File: src/rtl/rr_arb8.sv
// -----------------------------------------------------------------------------
// rr_arb8 -- 8-requester round-robin arbiter with a registered one-hot grant,
// a binary grant index for an 8:1 mux, and a combinational 1-bit data mux.
//
// Ports
//   clk      in   1  rising-edge clock
//   reset    in   1  asynchronous, active-high reset
//   req      in   8  request per requester (bit i = requester i)
//   data_in  in   8  1-bit data per requester (bit i = requester i)
//   gnt      out  8  one-hot grant, registered (0 when idle)
//   sel      out  3  binary index of the owner, registered
//   busy     out  1  1 while a grant is held, registered
//   data_out out  1  data_in[sel] while busy, else 0 (combinational)
//
// Parameters
//   HOLD_MAX        max consecutive grant cycles per owner (1..15); only
//                   used when RR_ARB8_HOLD_LIMIT_EN is defined.
//
// Build option
//   RR_ARB8_HOLD_LIMIT_EN  builds a 4-bit hold counter that forces
//                          re-arbitration after HOLD_MAX cycles when another
//                          requester is waiting. Undefined by default: an
//                          owner keeps the grant while its req stays high.
// -----------------------------------------------------------------------------
module rr_arb8 #(
    parameter int unsigned HOLD_MAX = 4
) (
    input  logic       clk,
    input  logic       reset,
    input  logic [7:0] req,
    input  logic [7:0] data_in,
    output logic [7:0] gnt,
    output logic [2:0] sel,
    output logic       busy,
    output logic       data_out
);

    localparam int unsigned N_REQ = 8;

    localparam logic [0:0] ST_IDLE  = 1'b0;
    localparam logic [0:0] ST_GRANT = 1'b1;

    // Out-of-range HOLD_MAX is a configuration error in either build.
    if (HOLD_MAX == 0 || HOLD_MAX > 15) begin : g_hold_max_check
        $error("rr_arb8: HOLD_MAX must be in 1..15");
    end

    logic [0:0] r_state;
    logic [0:0] w_state_nxt;
    logic [7:0] r_gnt;
    logic [7:0] w_gnt_nxt;
    logic [2:0] r_sel;
    logic [2:0] w_sel_nxt;
    logic       r_busy;
    logic       w_busy_nxt;
    logic [2:0] r_ptr;
    logic [2:0] w_ptr_nxt;

    logic [7:0] w_arb_req;
    logic [2:0] w_arb_base;
    logic       w_arb_found;
    logic [2:0] w_arb_idx;
    logic       w_release;
    logic       w_force;

    // First set bit of req_v searching upward from base, wrapping 7->0.
    function automatic logic [3:0] f_rr_pick(input logic [7:0] req_v,
                                             input logic [2:0] base);
        logic       found;
        logic [2:0] idx;
        logic [2:0] cand;
        found = 1'b0;
        idx   = base;
        for (int i = 0; i < int'(N_REQ); i++) begin
            cand = base + 3'(i);
            if (!found && req_v[cand]) begin
                found = 1'b1;
                idx   = cand;
            end
        end
        return {found, idx};
    endfunction

    // The owner is masked out so a hold-limit switch never re-picks it; on a
    // release its req bit is already 0, and in IDLE r_gnt is 0.
    assign w_arb_req  = req & ~r_gnt;
    assign w_arb_base = (r_state == ST_GRANT) ? (r_sel + 3'd1) : r_ptr;
    assign {w_arb_found, w_arb_idx} = f_rr_pick(w_arb_req, w_arb_base);

    assign w_release = ~req[r_sel];

`ifdef RR_ARB8_HOLD_LIMIT_EN
    localparam logic [3:0] HOLD_LAST = 4'(HOLD_MAX - 32'd1);

    logic [3:0] r_hold_cnt;
    logic [3:0] w_hold_nxt;

    // Limit reached and someone else is waiting.
    assign w_force = (r_hold_cnt == HOLD_LAST) && (w_arb_req != 8'd0);
`else
    assign w_force = 1'b0;
`endif

    // Next-state and next-output logic.
    always_comb begin
        w_state_nxt = r_state;
        w_gnt_nxt   = r_gnt;
        w_sel_nxt   = r_sel;
        w_busy_nxt  = r_busy;
        w_ptr_nxt   = r_ptr;
`ifdef RR_ARB8_HOLD_LIMIT_EN
        w_hold_nxt  = r_hold_cnt;
`endif
        case (r_state)
            ST_IDLE: begin
                w_gnt_nxt  = 8'd0;
                w_busy_nxt = 1'b0;
                if (w_arb_found) begin
                    w_state_nxt = ST_GRANT;
                    w_sel_nxt   = w_arb_idx;
                    w_gnt_nxt   = 8'b1 << w_arb_idx;
                    w_busy_nxt  = 1'b1;
`ifdef RR_ARB8_HOLD_LIMIT_EN
                    w_hold_nxt  = 4'd0;
`endif
                end
            end
            ST_GRANT: begin
                if (w_release || w_force) begin
                    // Pointer moves past the outgoing owner before the pick.
                    w_ptr_nxt = r_sel + 3'd1;
                    if (w_arb_found) begin
                        w_sel_nxt  = w_arb_idx;
                        w_gnt_nxt  = 8'b1 << w_arb_idx;
                        w_busy_nxt = 1'b1;
`ifdef RR_ARB8_HOLD_LIMIT_EN
                        w_hold_nxt = 4'd0;
`endif
                    end else begin
                        w_state_nxt = ST_IDLE;
                        w_gnt_nxt   = 8'd0;
                        w_busy_nxt  = 1'b0;
                    end
                end else begin
`ifdef RR_ARB8_HOLD_LIMIT_EN
                    // Saturate so a lone owner keeps the limit armed.
                    if (r_hold_cnt != HOLD_LAST) begin
                        w_hold_nxt = r_hold_cnt + 4'd1;
                    end
`endif
                end
            end
        endcase
    end

    // State and registered outputs.
    always_ff @(posedge clk or posedge reset) begin
        if (reset) begin
            r_state <= ST_IDLE;
            r_gnt   <= 8'd0;
            r_sel   <= 3'd0;
            r_busy  <= 1'b0;
            r_ptr   <= 3'd0;
        end else begin
            r_state <= w_state_nxt;
            r_gnt   <= w_gnt_nxt;
            r_sel   <= w_sel_nxt;
            r_busy  <= w_busy_nxt;
            r_ptr   <= w_ptr_nxt;
        end
    end

`ifdef RR_ARB8_HOLD_LIMIT_EN
    // Hold counter.
    always_ff @(posedge clk or posedge reset) begin
        if (reset) begin
            r_hold_cnt <= 4'd0;
        end else begin
            r_hold_cnt <= w_hold_nxt;
        end
    end
`endif

    assign gnt      = r_gnt;
    assign sel      = r_sel;
    assign busy     = r_busy;
    // Gated by reset as well so the mux output is quiet throughout reset.
    assign data_out = r_busy & ~reset & data_in[r_sel];

endmodule
File: config.mk
export PLATFORM = sky130hd
export DESIGN_NAME = rr_arb8
export DESIGN_NICKNAME = d
export VERILOG_FILES = /design/src/rtl/rr_arb8.sv
export SDC_FILE = /design/constraint.sdc
export NUM_CORES = 1
export LEC_CHECK = 0
export BUFFER_PORTS_ARGS = -buffer_cell sky130_fd_sc_hd__buf_2
export CAP_MARGIN = 20
export CORE_MARGIN = 2
export CORE_UTILIZATION = 40
export DETAILED_ROUTE_END_ITERATION = 8
export PLACE_DENSITY_LB_ADDON = 0.3
export SLEW_MARGIN = 5
export SYNTH_ARGS = -nofsm -noshare
export SYNTH_HDL_FRONTEND = slang
export SYNTH_SLANG_ARGS = --single-unit
File: constraint.sdc
create_clock -name clk -period 4.3 [get_ports clk]
set_input_delay 0.215 -clock clk [delete_from_list [all_inputs] [get_ports clk]]
set_output_delay 0.215 -clock clk [all_outputs]
set_load 0.02 [all_outputs]
==> results_dict.tcl, run 1 <==
set metrics [dict create \
    ant_nets 0 \
    numPortBuffers 30 \
    grt_overflow 0 \
    drive_gt1_share_pct 33.3 \
    slew_headroom_pct 53.4 \
    fillers 509 \
    report.final.hold_viol_count 0 \
    synth_edf_count 0 \
    pin_count 31 \
    routed-via-count 1920 \
    final_cell_mix "buf_2, nand2_1, mux2i_1" \
    timing.rr.start "sel[1]" \
    die-width_um 75.7 \
    final_common_cell "buf_2" \
    endpoint_kind "register" \
    cts_buffer_depth 2 \
    crit_path_start "sel[1]" \
    gp_congestion 0.935 \
    rsz0062_at_grt "no" \
    holdCritPathClass "input pin to asynchronous set/reset pin" \
    clk_latency_ns 0.25 \
    finalCriticalPeriod_ns 4.07 \
    setup_tns_ns 0 \
    crit_type "register to register" \
    diodes 0 \
    yosysWarnings 0 \
    htree_levels 1 \
    synth-seq-cells 16 \
    viasPerCell 6.08 \
    yosysUniqueCellTypes 63 \
    r2r_cells 13 \
    grt_pass1_vias 1783 \
    final_net_count 268 \
    cts_root_buffer "clkbuf_8" \
    drc_errors 0 \
    die_area_um2 5730 \
    maxSlewViolCount 0 \
    synth-main-ff-cell "dfrtp_1" \
    start_kind "register" \
    crit_chain "ha_1 > mux2i_4 > inv_6 > ha_1 > and3b_1 > o22ai_1 > nand2_1 > and3_1 > o21ai_0 > o22ai_1 > a2111oi_0 > a211o_2 > a32o_1" \
    dp_hpwl_um 4330 \
    critical_path_required_ns 4.48 \
    drt-total-wl_um 5440 \
    fmaxAchievable_mhz 246 \
    status "complete, no violations" \
    yosysSeqAreaShare_pct 19.5 \
    synthesis.area_um2 2060 \
    track_usage_pct 19.8 \
    cpMaxStageDelayCell "a2111oi_0" \
    clkTransAtPathRegs_ns 0.06 \
    skew_ns 0.00471 \
    cts_tree "yes" \
    async_reset_ff_share_pct 100 \
    antenna_found_initial 0 \
    drt_first_pass_iters 5 \
    synth_cells 216 \
    regToRegEndpoint "gnt[5]" \
    critPathMaxStageDelay_ns 0.52 \
    die_h_um 75.7 \
    core_um2 5040 \
    first_iter_violations 228 \
    wire_per_inst_um 17.2 \
    cp_max_fo 11 \
    syn2layout_area_growth_pct 13.8 \
    arrival_ns 4.24 \
    worstMarginPinSlew_ns 0.697 \
    clock_sinks 16 \
    initial_core_util_pct 40.8 \
    rows 26 \
    fin_crit_sh_pct 94.6 \
    maxCapViolations 0 \
    cts_buffers 3 \
    grt_pass1_wl_um 8800 \
    synth_area_per_cell_um2 9.52 \
    grt_max_degree 17 \
    setup_viol 0 \
    synthesis.nets 237 \
    r2r_setup_slack_ns 0.23 \
]
-- critical path: cells and delay by family, from the launching register on --
family,cells,cell delay [ns]
DFF,1,0.46
adders and majority gates,2,0.76
and+or+nand+nor,3,0.66
buffers and inverters,1,0.10
AOI/OAI and AO/OA,6,1.78
muxes,1,0.22
-- area by class of cell --
cell class / instances / area [µm²] / share of cell area (%)
multi-input combinational: 181 / 1560 / 66.7
sequential: 16 / 400 / 17.1
timing repair buffer: 36 / 195 / 8.34
tap: 70 / 87.6 / 3.74
clock buffer: 4 / 55.1 / 2.35
inverter: 9 / 41.3 / 1.76
-- cells by family (layout without fill, tap and decap cells) --
logic type | count (synthesis) | after routing | share of synthesized area [%]
AO/OA/AOI/OAI | 50 | 50 | 23.4
XOR/XNOR | 4 | 4 | 2.07
adder cells (fa/ha/maj) | 3 | 3 | 1.83
buffers and inverters | 19 | 49 | 5.41
flip-flops | 16 | 16 | 19.5
multiplexers | 42 | 42 | 25.9
AND/OR/NAND/NOR | 82 | 82 | 22.0
-- cells in the mapped netlist (3+ instances only) --
cell      number  area [µm²]
mux2_4         3        45.0
mux2i_1       21         210
o211ai_1       3        22.5
a21oi_1        5        25.0
and3b_1        4        35.0
inv_1          7        26.3
dfrtp_1       16         400
mux2i_2        3        41.3
buf_4          4        30.0
ha_1           3        37.5
o22ai_1        3        18.8
nand2b_1      12        75.1
nor2b_1        5        31.3
nor2_1         7        26.3
a32o_1         5        50.1
mux4_2         4        90.1
nand2_1       24        90.1
nand3_1        8        40.0
nand4_1        5        31.3
o21ai_0        4        20.0
nor3b_1        4        30.0
o221ai_2       3        45.0
mux2_2         9         101
-- sequential cells by signal, summed over array words and instances, names as in the netlist --
signal	cells
r_state	1
sel	3
r_ptr	3
busy	1
gnt	8
-- per-stage QoR --
| step | cell area, µm² | cells | hold WS, ns | utilization, % | setup slack (ns) |
|---|---|---|---|---|---|
| after floorplan | 2060 | 216 | 0.129 | - | 0.526 |
| after global placement | 2260 | 311 | 0.331 | 44.9 | 0.199 |
| after detailed placement | 2260 | 311 | 0.319 | 44.9 | 0.202 |
| after CTS | 2320 | 315 | 0.0498 | 46.0 | 0.157 |
| after global routing | 2340 | 316 | 0.112 | 46.4 | 0.0112 |
| final | 2340 | 316 | 0.0422 | 46.4 | 0.233 |
-- how the worst max path moves through the flow --
| stage | depth (start not counted) | end | slack (ns) |
|---|---|---|---|
| 2_1_floorplan | 14 | sel[2] | 0.53 |
| 3_3_place_gp | 14 | gnt[7] | 0.20 |
| 3_5_place_dp | 14 | gnt[7] | 0.20 |
| 4_1_cts | 14 | gnt[7] | 0.16 |
| 5_1_grt | 14 | gnt[7] | 0.01 |
| 6_report | 13 | gnt[5] | 0.23 |
-- metal layers --
metal	global-route usage (%)	routed length (µm)	up-vias
met3	2.38	315	16
met4	6.04	133	0
met5	0	0	-
li1	-	-	898
met1	28.2	2390	918
met2	31.5	2600	88
-- timing repair --
item                       in CTS  in global routing
setup endpoints to repair       0                  9
hold buffers                    0                  0
gates resized for setup         0                  3
setup buffers                   0                  1
Power of run 1 is not shown: default switching activity piles up to over one toggle a cycle in this logic, so the estimate is an artifact.
==> run 2: changes to the inputs <==
Settings changed: ABC_AREA from default to 1, PLACE_DENSITY from default to 0.67, PLACE_DENSITY_LB_ADDON 0.3 to default, TNS_END_PERCENT from default to 10.
==> run 2 against run 1 <==
Against the previous run:
- final cell count rose by 41%
- routed wire length rose by 2.1%
- clock skew fell by 0.0026 ns
- die area fell by 2.5%
- register-to-register slack improved by 0.75 ns
- synthesized cell count rose by 63%
- count of clock-buffer cells in the layout did not move
- core utilization barely moved
- sequential share of layout area rose by 0.90 points
- design area fell by 5.0%
- worst setup slack improved by 0.75 ns
==> results_dict.tcl, run 2 <==
set metrics [dict create \
    synth_cells 351 \
    diodes 0 \
    antenna_found_initial 0 \
    endpoint_kind "register" \
    final_cell_mix "nand2_1, nand3_1, inv_1" \
    yosysSeqAreaShare_pct 20.0 \
    pin_count 31 \
    clk_latency_ns 0.26 \
    worstMarginPinSlew_ns 0.621 \
    slew_headroom_pct 58.6 \
    syn2layout_area_growth_pct 11.1 \
    yosysUniqueCellTypes 28 \
    grt_pass1_vias 2062 \
    cts_tree "yes" \
    cts_buffers 3 \
    final_common_cell "nand2_1" \
    maxSlewViolCount 0 \
    numPortBuffers 30 \
    cp_max_fo 17 \
    holdCritPathClass "input pin to asynchronous set/reset pin" \
    grt_overflow 0 \
    dp_hpwl_um 4440 \
    drive_gt1_share_pct 17.5 \
    synth-seq-cells 16 \
    grt_max_degree 21 \
    cts_buffer_depth 2 \
    maxCapViolations 0 \
    synth_area_leaders "nand2_1, dfrtp_1, nand3_1, inv_1, nor2_1" \
    async_reset_ff_share_pct 100 \
    gp_congestion 0.946 \
    crit_type "register to register" \
    wire_per_inst_um 12.5 \
    final_util_pct 46.5 \
    preCtsSetupSlack_ns 1.08 \
    die-width_um 74.7 \
    arrival_ns 3.48 \
    clock_sinks 16 \
    core_um2 4790 \
    final_net_count 400 \
    setup_viol 0 \
    initial_core_util_pct 41.8 \
    worst_slack_ns 0.986 \
    cts_root_buffer "clkbuf_8" \
    ant_nets 0 \
    clkTransAtPathRegs_ns 0.06 \
    synthesis.area_um2 2000 \
    synth_edf_count 0 \
    critical_path_required_ns 4.47 \
    critPathMaxStageDelay_ns 0.59 \
    yosysWarnings 0 \
    grt_pass1_wl_um 9690 \
    die_h_um 74.7 \
    drc_errors 0 \
    crit_chain "ha_1 > nand2_1 > nand2_4 > ha_1 > inv_1 > nand3_1 > nand2_1 > nand2_1 > nand2_1 > nand2_1 > nand2_1 > nand3_1 > nand2_1 > nand2_1 > nand2_1 > nand2_1 > nand2_1 > nand2_1 > nand2_1 > nand3_2 > o21bai_1" \
    start_kind "register" \
    drt-total-wl_um 5550 \
    first_iter_violations 170 \
    rsz0062_at_grt "no" \
    cpMaxStageDelayCell "dfrtp_1" \
    largest_register_ffs 8 \
    fmaxAchievable_mhz 302 \
    cp_num_buf_inv 1 \
    routed-via-count 2242 \
    skew_ns 0.00214 \
    htree_levels 1 \
    ys_top_cells_by_count "nand2_1, nand3_1, inv_1, nor2_1, dfrtp_1" \
    crit_family "simple AND/OR/NAND/NOR gates" \
    die_area_um2 5590 \
    viasPerCell 5.04 \
    status "complete, no violations" \
    yosysMostFrequentCell "nand2_1" \
    synthesis.nets 372 \
    hold_buffers 0 \
    rows 25 \
    synth_area_per_cell_um2 5.70 \
    post_cts_resized 0 \
    post-cts-setup-buffers 0 \
    setup_tns_ns 0 \
    synth-main-ff-cell "dfrtp_1" \
    finalCriticalPeriod_ns 3.31 \
    synth_area_leader_cell "nand2_1" \
    drt_first_pass_iters 4 \
    fin_crit_sh_pct 77.1 \
    track_usage_pct 22.2 \
    synth_top_area_share_pct 25.9 \
    report.final.hold_viol_count 0 \
    cpMostUsedCell "nand2_1" \
]
run 2: changes by cell type after synthesis, moves of 8 or more:
cell      before  now
nand2b_1      12    0
inv_1          7   36
mux2i_1       21    0
nand3_1        8   61
mux2_2         9    1
nand2_1       24  138
o21ai_0        4   12
nor2_1         7   26
nand2_2        1   13
run 2: path summary, 6_finish.rpt:
check / start / to / slack, ns / depth (start not counted)
max in group asynchronous: reset / sel[0] / 3.87 / 2
max reg2reg: sel[0] / gnt[0] / 0.99 / 21
min reg2reg: r_ptr[2] / r_ptr[2] / 0.51 / 2
min: reset / busy / 0.03 / 2
max: sel[0] / gnt[0] / 0.99 / 21
min in group clk: r_ptr[2] / r_ptr[2] / 0.51 / 2
run 2: worst register-to-register path, stage by stage (launching register included):
cell,delay [ns]
dfrtp_1,0.59
ha_1,0.32
nand2_1,0.12
nand2_4,0.15
ha_1,0.40
inv_1,0.17
nand3_1,0.09
nand2_1,0.12
nand2_1,0.06
nand2_1,0.16
nand2_1,0.12
nand2_1,0.07
nand3_1,0.07
nand2_1,0.06
nand2_1,0.04
nand2_1,0.05
nand2_1,0.05
nand2_1,0.07
nand2_1,0.05
nand2_1,0.12
nand3_2,0.14
o21bai_1,0.20
run 2: cells by family (layout without fill, tap and decap cells):
| family | Yosys count | in the layout | share of synthesized area (%) |
|---|---|---|---|
| compound gates | 30 | 30 | 9.00 |
| fa+ha+maj | 3 | 3 | 1.88 |
| simple gates | 253 | 253 | 57.5 |
| flops | 16 | 16 | 20.0 |
| mux | 1 | 1 | 0.562 |
| buf+inv | 48 | 75 | 11.1 |
run 2: stage by stage:
step | cells | hold WS [ns] | area (µm²)
after CTS | 445 | 0.0617 | 2220
final | 445 | 0.0269 | 2220
after global routing | 445 | 0.0943 | 2220
after detailed placement | 441 | 0.337 | 2170
after global placement | 441 | 0.331 | 2170
after floorplan | 351 | 0.137 | 2000
run 2: per-layer routing:
| metal | share of wire, % | track usage, % |
|---|---|---|
| met3 | 5.1 | 0.937 |
| met5 | 0 | 0 |
| met4 | 0.87 | 5.95 |
| met1 | 48 | 32.3 |
| met2 | 46 | 36.0 |
run 2: area by class of cell:
type	instances	area (µm²)
fillers	521	2560
multi-input cells	287	1380
flip-flops and latches	16	400
inverters	41	154
repair buffers	30	150
well taps	67	83.8
clock buffers	4	55.1
Power of run 2 is left out for the same reason.
==> run 3: changes to the inputs <==
Clock period 4.3 ns to 3.15 ns, I/O delays scaled along.
==> run 3 against run 2 <==
Against the previous run:
- design area rose by 3.2%
- worst setup slack lost 0.70 ns
- critical path depth down 4
- sequential share of layout area decreased by 0.51 points
- via count is 3.2% higher
- register-to-register slack got worse by 0.70 ns
- final cell count up 1.3%
- largest cell class unchanged
==> results_dict.tcl, run 3 (synthesized netlist as in run 2, its figures left out) <==
set metrics [dict create \
    status "complete, no violations" \
    endpoint_kind "register" \
    maxCapViolations 0 \
    critical_path_required_ns 3.32 \
    cts_buffer_depth 2 \
    setup_viol 0 \
    post-cts-setup-buffers 0 \
    drive_gt1_share_pct 20.1 \
    drt_first_pass_iters 4 \
    first_iter_violations 252 \
    grt_max_degree 18 \
    preCtsSetupSlack_ns 0.204 \
    diodes 0 \
    gp_congestion 0.944 \
    top_layer_used "met4" \
    track_usage_pct 22.2 \
    worst_slack_ns 0.286 \
    crit_type "register to register" \
    multiInputGateArea_um2 1400 \
    maxSlewViolCount 0 \
    met2_wirelength_um 2590 \
    fin_crit_sh_pct 90.9 \
    final_common_cell "nand2_1" \
    rows 25 \
    dp_hpwl_um 4610 \
    holdWs_ns 0.478 \
    skew_ns 0.00429 \
    pin_count 31 \
    wire_per_inst_um 12.6 \
    die_area_um2 5590 \
    die_h_um 74.7 \
    grt_overflow 0 \
    die-width_um 74.7 \
    drc_errors 0 \
    antenna_found_initial 0 \
    grt_pass1_wl_um 9670 \
    clk_latency_ns 0.26 \
    cts_buffers 3 \
    fillers 510 \
    ant_nets 0 \
    routed-via-count 2313 \
    report.final.hold_viol_count 0 \
    holdCritPathClass "input pin to register" \
    clock_sinks 16 \
    fmaxAchievable_mhz 349 \
    drt-met1-wl_um 2660 \
    route.met3.wl_um 283 \
    core_um2 4790 \
    numPortBuffers 30 \
    regArea_um2 402 \
    htree_levels 1 \
    final_cell_mix "nand2_1, nand3_1, inv_1" \
    drt-total-wl_um 5690 \
    start_kind "register" \
    setup_tns_ns 0 \
    syn2layout_area_growth_pct 14.6 \
    finalCriticalPeriod_ns 2.86 \
    clkTransAtPathRegs_ns 0.06 \
    largest_register_ffs 8 \
    initial_core_util_pct 41.8 \
    arrival_ns 3.04 \
    worstMarginPinSlew_ns 0.632 \
    slew_headroom_pct 57.8 \
    cts_tree "yes" \
    grt_pass1_vias 2059 \
    final_net_count 406 \
    cts_root_buffer "clkbuf_8" \
    cp_max_fo 7 \
    viasPerCell 5.13 \
]
run 3: cell count changes in the layout (fill, tap and decap cells not counted), sizes merged:
cell	change
buf	+5
dlygate4sd3	+1
run 3: final timing paths:
check | start | end | slack [ns] | depth (start not counted)
worst max-delay path | sel[1] | sel[1] | 0.29 | 17
worst min-delay path | req[3] | r_ptr[2] | 0.48 | 6
worst max register to register | sel[1] | sel[1] | 0.29 | 17
worst min register to register | r_ptr[0] | r_ptr[0] | 0.51 | 2
max in group asynchronous | reset | sel[1] | 2.19 | 3
min in group asynchronous | reset | sel[2] | 0.52 | 3
run 3: routing by layer:
layer	up-vias	GRT usage [%]
met5	-	0
met4	0	8.13
met3	15	1.74
met2	78	36.0
met1	1030	31.1
li1	1190	-
run 3: repair_timing:
action / 4_1_cts / 5_1_grt
resized for setup: 0 / 9
setup endpoints to repair: 0 / 11
hold buffers: 1 / 0
hold endpoints to repair: 9 / 0
run 3: final cells by class:
cell class	instances	area share [%]
clock buffers	4	2.40
flip-flops and latches	16	17.5
well taps	67	3.65
inverters	41	6.82
repair buffers	36	8.62
multi-input cells	287	61.0
run 3: metrics by stage:
stage | instances | cell area (µm²) | utilization (%)
final | 451 | 2290 | 47.9
after floorplan | 351 | 2000 | -
after global placement | 446 | 2210 | 46.1
after global routing | 451 | 2290 | 47.9
after detailed placement | 446 | 2210 | 46.1
after CTS | 451 | 2270 | 47.5
run 3: critical path, stage by stage (launching register included):
cell and delay, ns:
dfrtp_2 0.45, ha_1 0.30, nand2_1 0.12, nand2_4 0.09, inv_2 0.09, ha_1 0.19
inv_1 0.06, nand2_1 0.06, nand2_1 0.14, nand3_1 0.14, nand2_2 0.10, nor2_4 0.17
nand4_4 0.14, nor2_1 0.22, nor2_2 0.12, inv_1 0.19, nand2_1 0.08, o21ai_1 0.09
Power of run 3 is left out for the same reason.
